<file path="config.mk">
export PLATFORM = sky130hd
export DESIGN_NAME = nco_voice_scheduler_flat
export DESIGN_NICKNAME = d
export VERILOG_FILES = /design/src/rtl/nco_voice_scheduler_if.sv /design/src/rtl/nco_voice_scheduler.sv /design/src/flat_wrapper.sv
export SDC_FILE = /design/constraint.sdc
export NUM_CORES = 2
export LEC_CHECK = 0
export CAP_MARGIN = 10
export CORE_MARGIN = 2
export CORE_UTILIZATION = 45
export CTS_CLUSTER_DIAMETER = 100
export DETAILED_ROUTE_END_ITERATION = 6
export HOLD_SLACK_MARGIN = 0.06
export PLACE_DENSITY_LB_ADDON = 0.05
export SYNTH_ARGS = -nofsm -noshare
export SYNTH_HDL_FRONTEND = slang
export SYNTH_SLANG_ARGS = --single-unit
export TNS_END_PERCENT = 1
</file>
<file path="constraint.sdc">
create_clock -name clock -period 30.6 [get_ports clock]
set_input_delay 7.65 -clock clock [delete_from_list [all_inputs] [get_ports clock]]
set_output_delay 7.65 -clock clock [all_outputs]
set_load 0.01 [all_outputs]
</file>
<file path="src/rtl/nco_voice_scheduler_if.sv">
// Bundle of control, wavetable and output signals around the voice scheduler.
// slave = scheduler side, master = surrounding control/wavetable/output side.
interface nco_voice_scheduler_if #(
    parameter int VOICES           = 8,
    parameter int FREQ_BITS        = 16,
    parameter int AMP_BITS         = 16,
    parameter int PHASE_INDEX_BITS = 26
);
    localparam int VW = $clog2(VOICES);

    logic                        sample_tick;
    logic                        cfg_we;
    logic [VW-1:0]               cfg_voice;
    logic [FREQ_BITS-1:0]        cfg_freq;
    logic                        cfg_gate;
    logic [PHASE_INDEX_BITS-1:0] wt_phase;
    logic signed [AMP_BITS-1:0]  wt_q;
    logic                        out_valid;
    logic [VW-1:0]               out_voice;
    logic signed [AMP_BITS-1:0]  out_amp;
    logic                        mix_valid;
    logic signed [AMP_BITS-1:0]  mix;
    logic                        busy;
    logic                        overrun;

    modport slave (
        input  sample_tick, cfg_we, cfg_voice, cfg_freq, cfg_gate, wt_q,
        output wt_phase, out_valid, out_voice, out_amp, mix_valid, mix, busy, overrun
    );

    modport master (
        output sample_tick, cfg_we, cfg_voice, cfg_freq, cfg_gate, wt_q,
        input  wt_phase, out_valid, out_voice, out_amp, mix_valid, mix, busy, overrun
    );
endinterface

</file>
<file path="src/rtl/nco_voice_scheduler.sv">
// Time-division NCO sequencer: one shared wavetable serves VOICES voices per sample tick,
// producing per-voice samples and a saturated mix.
module nco_voice_scheduler #(
    parameter int VOICES            = 8,
    parameter int SAMPLE_RATE       = 192_000,
    parameter int WT_LATENCY        = 1,
    parameter int FREQ_BITS         = 16,
    parameter int AMP_BITS          = 16,
    parameter int WAVETABLE_N       = 10,
    parameter int C_FRACTIONAL_BITS = 16,
    parameter int PAC_BITS          = 16
) (
    input  logic                 clock,
    input  logic                 reset,
    nco_voice_scheduler_if.slave bus
);
    localparam int VW               = $clog2(VOICES);
    localparam int PHASE_INDEX_BITS = WAVETABLE_N + C_FRACTIONAL_BITS;
    localparam int ACC_BITS         = AMP_BITS + VW;
    localparam int DW               = (WT_LATENCY > 1) ? $clog2(WT_LATENCY) : 1;
    // Phase increment per Hz: 2**(N+F) / SAMPLE_RATE, truncated toward zero.
    localparam longint C_FULL = (longint'(1) << PHASE_INDEX_BITS) / longint'(SAMPLE_RATE);
    localparam logic [PAC_BITS-1:0] C = PAC_BITS'(C_FULL);
    localparam logic signed [AMP_BITS-1:0] AMP_MAX = {1'b0, {(AMP_BITS-1){1'b1}}};
    localparam logic signed [AMP_BITS-1:0] AMP_MIN = {1'b1, {(AMP_BITS-1){1'b0}}};
    localparam logic signed [ACC_BITS-1:0] ACC_MAX = {{(VW+1){1'b0}}, {(AMP_BITS-1){1'b1}}};
    localparam logic signed [ACC_BITS-1:0] ACC_MIN = {{(VW+1){1'b1}}, {(AMP_BITS-1){1'b0}}};

    typedef enum logic [1:0] {IDLE, SWEEP, DRAIN, DONE} state_t;

    state_t                      state_reg, state_next;
    logic [VW-1:0]               slot_reg, slot_next;
    logic [DW-1:0]               drain_reg, drain_next;
    logic                        accept, slot_active, done;
    logic                        busy_reg, overrun_reg, mix_valid_reg;
    logic signed [AMP_BITS-1:0]  mix_reg;
    logic signed [ACC_BITS-1:0]  acc_reg, amp_ext, sum;
    logic signed [AMP_BITS-1:0]  amp, mix_sat;

    logic [FREQ_BITS-1:0]        freq_reg [VOICES];
    logic [PHASE_INDEX_BITS-1:0] phase_reg [VOICES];
    logic [VOICES-1:0]           gate_reg;
    logic [VOICES-1:0]           cfg_hit, slot_hit, gate_rise;
    logic [PHASE_INDEX_BITS-1:0] inc;
    logic [PHASE_INDEX_BITS-1:0] wt_phase_reg;

    logic [WT_LATENCY:0]         pipe_valid_reg, pipe_gate_reg;
    logic [VW-1:0]               pipe_voice_reg [WT_LATENCY+1];

    genvar gi;
    generate
        for (gi = 0; gi < VOICES; gi++) begin : g_voice
            assign cfg_hit[gi]   = bus.cfg_we && (bus.cfg_voice == VW'(gi));
            assign slot_hit[gi]  = slot_active && (slot_reg == VW'(gi));
            assign gate_rise[gi] = cfg_hit[gi] && bus.cfg_gate && !gate_reg[gi];
        end
    endgenerate

    assign inc = PHASE_INDEX_BITS'(freq_reg[slot_reg]) * PHASE_INDEX_BITS'(C);

    always_comb begin
        state_next  = state_reg;
        slot_next   = slot_reg;
        drain_next  = drain_reg;
        accept      = 1'b0;
        slot_active = 1'b0;
        done        = 1'b0;
        case (state_reg)
            IDLE: begin
                // busy_reg still high here means this is the mix_valid cycle.
                if (bus.sample_tick && !busy_reg) begin
                    accept     = 1'b1;
                    state_next = SWEEP;
                    slot_next  = '0;
                end
            end
            SWEEP: begin
                slot_active = 1'b1;
                slot_next   = slot_reg + VW'(1);
                if (slot_reg == VW'(VOICES - 1)) begin
                    state_next = DRAIN;
                    drain_next = '0;
                end
            end
            DRAIN: begin
                if (drain_reg == DW'(WT_LATENCY - 1)) state_next = DONE;
                else drain_next = drain_reg + DW'(1);
            end
            DONE: begin
                done       = 1'b1;
                state_next = IDLE;
            end
            default: state_next = IDLE;
        endcase
    end

    // Gate rise clears phase and takes priority over the slot's own advance.
    always_ff @(posedge clock or posedge reset) begin
        if (reset) begin
            for (int i = 0; i < VOICES; i++) begin
                freq_reg[i]  <= '0;
                phase_reg[i] <= '0;
            end
            gate_reg <= '0;
        end else begin
            for (int i = 0; i < VOICES; i++) begin
                if (cfg_hit[i]) begin
                    freq_reg[i] <= bus.cfg_freq;
                    gate_reg[i] <= bus.cfg_gate;
                end
                if (gate_rise[i]) phase_reg[i] <= '0;
                else if (slot_hit[i] && gate_reg[i]) phase_reg[i] <= phase_reg[i] + inc;
            end
        end
    end

    always_ff @(posedge clock or posedge reset) begin
        if (reset) begin
            pipe_valid_reg <= '0;
            pipe_gate_reg  <= '0;
            for (int i = 0; i <= WT_LATENCY; i++) pipe_voice_reg[i] <= '0;
            wt_phase_reg   <= '0;
        end else begin
            pipe_valid_reg    <= {pipe_valid_reg[WT_LATENCY-1:0], slot_active};
            pipe_gate_reg     <= {pipe_gate_reg[WT_LATENCY-1:0], slot_active & gate_reg[slot_reg]};
            pipe_voice_reg[0] <= slot_reg;
            for (int i = 1; i <= WT_LATENCY; i++) pipe_voice_reg[i] <= pipe_voice_reg[i-1];
            if (slot_active) wt_phase_reg <= phase_reg[slot_reg];
        end
    end

    assign amp     = (pipe_valid_reg[WT_LATENCY] && pipe_gate_reg[WT_LATENCY]) ? bus.wt_q : '0;
    assign amp_ext = {{VW{amp[AMP_BITS-1]}}, amp};
    assign sum     = acc_reg + amp_ext;

    always_comb begin
        if (sum > ACC_MAX)      mix_sat = AMP_MAX;
        else if (sum < ACC_MIN) mix_sat = AMP_MIN;
        else                    mix_sat = sum[AMP_BITS-1:0];
    end

    always_ff @(posedge clock or posedge reset) begin
        if (reset) begin
            state_reg     <= IDLE;
            slot_reg      <= '0;
            drain_reg     <= '0;
            busy_reg      <= 1'b0;
            overrun_reg   <= 1'b0;
            acc_reg       <= '0;
            mix_reg       <= '0;
            mix_valid_reg <= 1'b0;
        end else begin
            state_reg     <= state_next;
            slot_reg      <= slot_next;
            drain_reg     <= drain_next;
            busy_reg      <= (state_reg != IDLE);
            overrun_reg   <= overrun_reg | (bus.sample_tick && ((state_reg != IDLE) || busy_reg));
            mix_valid_reg <= done;
            if (accept) acc_reg <= '0;
            else if (pipe_valid_reg[WT_LATENCY]) acc_reg <= sum;
            if (done) mix_reg <= mix_sat;
        end
    end

    assign bus.wt_phase  = wt_phase_reg;
    assign bus.out_valid = pipe_valid_reg[WT_LATENCY];
    assign bus.out_voice = pipe_voice_reg[WT_LATENCY];
    assign bus.out_amp   = amp;
    assign bus.mix_valid = mix_valid_reg;
    assign bus.mix       = mix_reg;
    assign bus.busy      = busy_reg;
    assign bus.overrun   = overrun_reg;
endmodule

</file>
<file path="src/flat_wrapper.sv">
// flat-port wrapper written by rule: the top's interface ports become plain ports
module nco_voice_scheduler_flat 
#(
    parameter int VOICES            = 8,
    parameter int SAMPLE_RATE       = 192_000,
    parameter int WT_LATENCY        = 1,
    parameter int FREQ_BITS         = 16,
    parameter int AMP_BITS          = 16,
    parameter int WAVETABLE_N       = 10,
    parameter int C_FRACTIONAL_BITS = 16,
    parameter int PAC_BITS          = 16
)
  (clock, reset, bus_sample_tick, bus_cfg_we, bus_cfg_voice, bus_cfg_freq, bus_cfg_gate, bus_wt_q, bus_wt_phase, bus_out_valid, bus_out_voice, bus_out_amp, bus_mix_valid, bus_mix, bus_busy, bus_overrun);
  nco_voice_scheduler_if #(.VOICES(VOICES), .FREQ_BITS(FREQ_BITS), .AMP_BITS(AMP_BITS)) bus_i ();
  input  logic clock;
  input  logic reset;
  input wire logic [$bits(bus_i.sample_tick)-1:0] bus_sample_tick;
  input wire logic [$bits(bus_i.cfg_we)-1:0] bus_cfg_we;
  input wire logic [$bits(bus_i.cfg_voice)-1:0] bus_cfg_voice;
  input wire logic [$bits(bus_i.cfg_freq)-1:0] bus_cfg_freq;
  input wire logic [$bits(bus_i.cfg_gate)-1:0] bus_cfg_gate;
  input wire logic [$bits(bus_i.wt_q)-1:0] bus_wt_q;
  output wire logic [$bits(bus_i.wt_phase)-1:0] bus_wt_phase;
  output wire logic [$bits(bus_i.out_valid)-1:0] bus_out_valid;
  output wire logic [$bits(bus_i.out_voice)-1:0] bus_out_voice;
  output wire logic [$bits(bus_i.out_amp)-1:0] bus_out_amp;
  output wire logic [$bits(bus_i.mix_valid)-1:0] bus_mix_valid;
  output wire logic [$bits(bus_i.mix)-1:0] bus_mix;
  output wire logic [$bits(bus_i.busy)-1:0] bus_busy;
  output wire logic [$bits(bus_i.overrun)-1:0] bus_overrun;
  assign bus_i.sample_tick = bus_sample_tick;
  assign bus_i.cfg_we = bus_cfg_we;
  assign bus_i.cfg_voice = bus_cfg_voice;
  assign bus_i.cfg_freq = bus_cfg_freq;
  assign bus_i.cfg_gate = bus_cfg_gate;
  assign bus_i.wt_q = bus_wt_q;
  assign bus_wt_phase = bus_i.wt_phase;
  assign bus_out_valid = bus_i.out_valid;
  assign bus_out_voice = bus_i.out_voice;
  assign bus_out_amp = bus_i.out_amp;
  assign bus_mix_valid = bus_i.mix_valid;
  assign bus_mix = bus_i.mix;
  assign bus_busy = bus_i.busy;
  assign bus_overrun = bus_i.overrun;
  nco_voice_scheduler #(.VOICES(VOICES), .SAMPLE_RATE(SAMPLE_RATE), .WT_LATENCY(WT_LATENCY), .FREQ_BITS(FREQ_BITS), .AMP_BITS(AMP_BITS), .WAVETABLE_N(WAVETABLE_N), .C_FRACTIONAL_BITS(C_FRACTIONAL_BITS), .PAC_BITS(PAC_BITS)) u_core (.clock(clock), .reset(reset), .bus(bus_i));
endmodule
</file>
; Word-level counts from Yosys, hierarchy flattened
; Cells that the tools add are included.
[totals]
regBits = 424
input_bits = 40
output_inout_bits = 65
word_cells = 189
[op_classes]
add_sub_neg = 11
n_mul = 1
magnitude_cmp = 4
eq_ne = 20
mux = 42
bitwise = 3
reduce_logical = 71
[op_table]
columns = operator, count
row1 = 2-to-1 mux 26 bit, 18
row2 = adder 26 x 25 -> 26 bit, 8
row3 = 2-to-1 mux 16 bit, 5
row4 = binary-select mux 26 bit (select 3 bit), 1
row5 = binary-select mux 16 bit (select 3 bit), 1
row6 = logical AND 1 bit, 43
row7 = 2-to-1 mux 19 bit, 2
row8 = "multiplier 16 x 9 -> 25 bit, second input constant", 1
row9 = "equality test 3 bit, second input constant", 8
row10 = nonzero test 2 bit, 12
row11 = adder 19 x 16 -> 19 bit, 1
row12 = "greater-than comparator 19 x 16 -> 1 bit, second input constant", 1
row13 = "less-than comparator 19 x 16 -> 1 bit, second input constant", 1
row14 = "equality test 3 x 2 -> 1 bit, second input constant", 4
row15 = zero test 1 bit, 9
row16 = case mux 2 bit (4 select lines), 1
row17 = 2-to-1 mux 1 bit, 7
row18 = "equality test 3 x 1 -> 1 bit, second input constant", 2
row19 = zero test 3 bit, 2
row20 = 2-to-1 mux 2 bit, 3
row21 = case mux 3 bit (2 select lines), 1
row22 = "equality test 2 bit, second input constant", 2
row23 = "greater-or-equal comparator 4 bit, second input constant", 1
row24 = "less-than comparator 3 x 4 -> 1 bit, second input constant", 1
row25 = 15 further kinds, 17

; Longest topological paths before layout
[logic_depth]
depth_word = 8
depth_mapped = 34

; Worst setup path after synthesis
; Ideal clock, no wire load.
[synth_path]
path_kind = input port to output port
startpoint = in bus_wt_q[15]
endpoint = out bus_out_amp[15]
t_arrival_ps = 7917
required_time_ps = 22950
setup_slack_ps = 15033
path_stages = 1
n_path_buf = 0
cell_sequence = and3_1
[synth_via]
elab_chain_cells = 1
[synth_rtl]
columns = item, line_no
row1 = from (decl), flat_wrapper.sv:22  ; input wire logic [$bits(bus_i.wt_q)-1:0] bus_wt_q;
row2 = 2-to-1 mux 16 bit, nco_voice_scheduler.sv:132  ; assign amp = (pipe_valid_reg[WT_LATENCY] && pipe_gate_reg[WT_LATENCY]) ? bus.wt_q : '0;
row3 = to (decl), flat_wrapper.sv:26  ; output wire logic [$bits(bus_i.out_amp)-1:0] bus_out_amp;
; Every way passes these cells.

; Final worst setup path
; Ends and elaborated chain as after synthesis.

==> impl_metrics.toml <==
[clocking]
clk_latency_ps = 630
cts_tree = "done"
clk_path_buf_depth = 3
clock_sinks = 423
post_cts_buffers = 0
clk_pin_slew_ps = 60
cts.repair.resized = 0
cts-root-buf = "clkbuf_16"
postCtsHoldBufs = 0
h-tree-depth = 2
cts_buffers = 53

[grt]
antenna_found_initial = 0
grt_max_degree = 115
grt_pass1_wl_um = 142000
grt_pass1_vias = 24800
grt.total_usage = 0.258
overflow = 0

[routing]
drt_iter0_markers = 1637
vias_per_cell = 5.93
drt_pass1_iterations = 5
wl_per_cell_um = 22.0
drc = 0
drt_wl_total_um = 90600
num_vias = 24500
postRouteAntennaNets = 0

[sta]
relSlewSlack = 0.258
hold_viol = 0
fin_crit_ps = 16610
finalCritPeriodShare = 0.543
max_freq_ghz = 0.0602
finalClockSkew_ps = 23.4
tightest_slew_ps = 1110
slew_viol_final = 0
finalSetupTns_ps = 0
grt_setup_unrepaired = "no"
setup_viol = 0

[job]
drv_cap = 0

[setup_path]
crit_fanout = 5
critPathCaptureType = "output pin"
cp_data_required_time_ps = 22950
startpoint_type = "primary input"
worst_path_most_repeated_cell = "clkdlybuf4s50_1"
cpPeakStageDelay_ps = 590
slowest_stage = "clkdlybuf4s50_1"
path_class = "in -> out"
r2r_start = "u_core.slot_reg[0]"
timing.rr.end = "u_core.phase_reg[152]"
critPathBufInv = 2
cp.depth = 3
r2r_cells = 29
path_delay_family = "buffers and inverters"
rrSetupSlack_ps = 21200
path_cells = "clkdlybuf4s50_1, and3_1, clkdlybuf4s50_1"
crit_arrival_ps = 8960

[place]
gp_congestion = 0.875
numPortBuffers = 104
place_hpwl_um = 65800
placed_cell_area_um2 = 32900

[logic_synthesis]
ys_warn_count = 0
yosysSeqAreaShare = 0.344
synth-seq-cells = 423
synth_area_per_cell_um2 = 9.89
netlist_area_um2 = 30800
ys_types = 89
synth_top_flop_cell = "dfrtp_1"
syn_nets = 3514
async_flop_share = 1.00
synthCells = 3113
synth_edf_count = 0

[floorplan]
coreArea_um2 = 67400
start_util = 0.457
die_w_um = 266
chipHeight_um = 266
rows = 95
io-pin-count = 105
die_area_um2 = 70500

[finish]
fin_nets = 3613
drive_gt1_frac = 0.129
final_util = 0.516
largest_register_ffs = 208
syn_to_final_growth_pct = 13.1
fill_cells = 6117
finalInstanceArea_um2 = 34800
antennaDiodeCount = 0

[worst_hold_path]
hold_end = "u_core.bus.out_voice[1]"
min_path_type = "reg -> reg"
hp-start = "u_core.pipe_voice_reg[4]"
min_path_cells = 0

[status]
status = "finished clean"
-- cells in the final DEF (no fill, tap or decap), types with 24 or more instances in the layout --
cell,synthesis,layout
a21o_1,79,79
a21oi_1,155,155
a31oi_1,40,40
and3_1,51,51
buf_4,3,52
clkbuf_16,0,53
clkdlybuf4s50_1,0,104
dfrtp_1,423,420
fa_1,58,58
ha_1,303,302
inv_1,143,142
mux2_2,137,137
mux4_2,86,86
nand2_1,396,396
nand2b_1,35,35
nand3_1,61,61
nor2_1,170,168
nor2b_1,28,28
nor3_1,42,40
o21a_1,27,27
o21ai_0,231,231
o21bai_1,24,24
o22ai_1,77,77
xnor2_1,85,83
xor2_1,100,99
-- routing by layer --
layer,GRT usage,wire length (um),vias up
met5,0,0,-
met4,0.0643,1990,0
met3,0.0286,3630,124
met2,0.440,43800,504
met1,0.351,41200,12300
li1,-,-,11500
-- worst register-to-register path, delay by kind of cell, from the launching register on --
kind                     cells  cell delay (ps)
multiplexers                 1              600
buffers and inverters        2              900
XOR/XNOR                     3              470
flip-flops                   1              850
AND/OR/NAND/NOR              6             1170
adder cells (fa/ha/maj)      7             2540
AO/OA/AOI/OAI               10             2780
-- layout make-up --
type	instances	area (um^2)	area share
inverter	144	548	0.0157
multi-input combinational	2434	19300	0.553
sequential	423	10600	0.304
tap	873	1090	0.0314
timing repair buffer	156	1430	0.0411
clock inverter	23	380	0.0109
clock buffer	73	1500	0.0431
-- per-stage QoR --
stage                     instances  hold slack (ps)  setup WS [ps]
after floorplan                3113              331          11170
after global placement         4030              332          14010
after detailed placement       4030              336          13980
after CTS                      4126              349          13980
after global routing           4126              355          13960
final                          4126              349          13990
-- synthesized netlist by cell type (5+ instances only) --
cell,number,area (um^2)
a21oi_1,155,776
nor3_1,42,210
a211oi_1,20,150
nand2b_1,35,219
nand3_1,61,305
o22ai_1,77,482
inv_1,143,537
mux2_2,137,1540
a31o_2,5,43.8
o21bai_1,24,180
nor2b_1,28,175
dfrtp_1,423,10600
fa_1,58,1160
ha_1,303,3790
nor2_1,170,638
o31ai_1,13,97.6
mux4_2,86,1940
o22ai_2,11,138
xor2_1,100,876
a211o_1,6,52.6
a22o_1,14,123
clkbuf_1,93,349
nand4_1,11,68.8
a21boi_0,5,37.5
o41ai_1,6,52.6
o21ai_0,231,1160
buf_1,11,41.3
o21ai_1,7,35.0
and3_1,51,319
nand3b_1,7,52.6
nand2_1,396,1490
a221o_1,5,50.1
o211ai_1,11,82.6
a21o_1,79,593
xnor2_1,85,744
o21a_1,27,203
a31oi_1,40,250
and2_1,8,50.1
o32ai_1,6,52.6
nand4b_1,6,52.6
nor3b_1,12,90.1
or3_1,17,106
-- kinds of logic (layout without fill, tap and decap cells) --
logic type | count (synthesis) | count (layout) | share of synthesized area
DFF | 423 | 423 | 0.344
AOI/OAI and AO/OA | 794 | 794 | 0.167
adders and majority gates | 361 | 361 | 0.161
buffers and inverters | 256 | 396 | 0.0330
xor gates and xnor gates | 185 | 185 | 0.0526
and+or+nand+nor | 867 | 867 | 0.128
muxes | 227 | 227 | 0.114
-- worst max-delay path by stage --
stage	start	to	slack, ps
2_1_floorplan	reset	u_core.acc_reg[0]	11170
3_3_place_gp	bus_wt_q[15]	bus_out_amp[15]	14010
3_5_place_dp	bus_wt_q[15]	bus_out_amp[15]	13980
4_1_cts	bus_wt_q[15]	bus_out_amp[15]	13980
5_1_grt	bus_wt_q[15]	bus_out_amp[15]	13960
6_report	bus_wt_q[15]	bus_out_amp[15]	13990
Power is not shown: default switching activity piles up to over one toggle a cycle in this logic, so the estimate is an artifact.
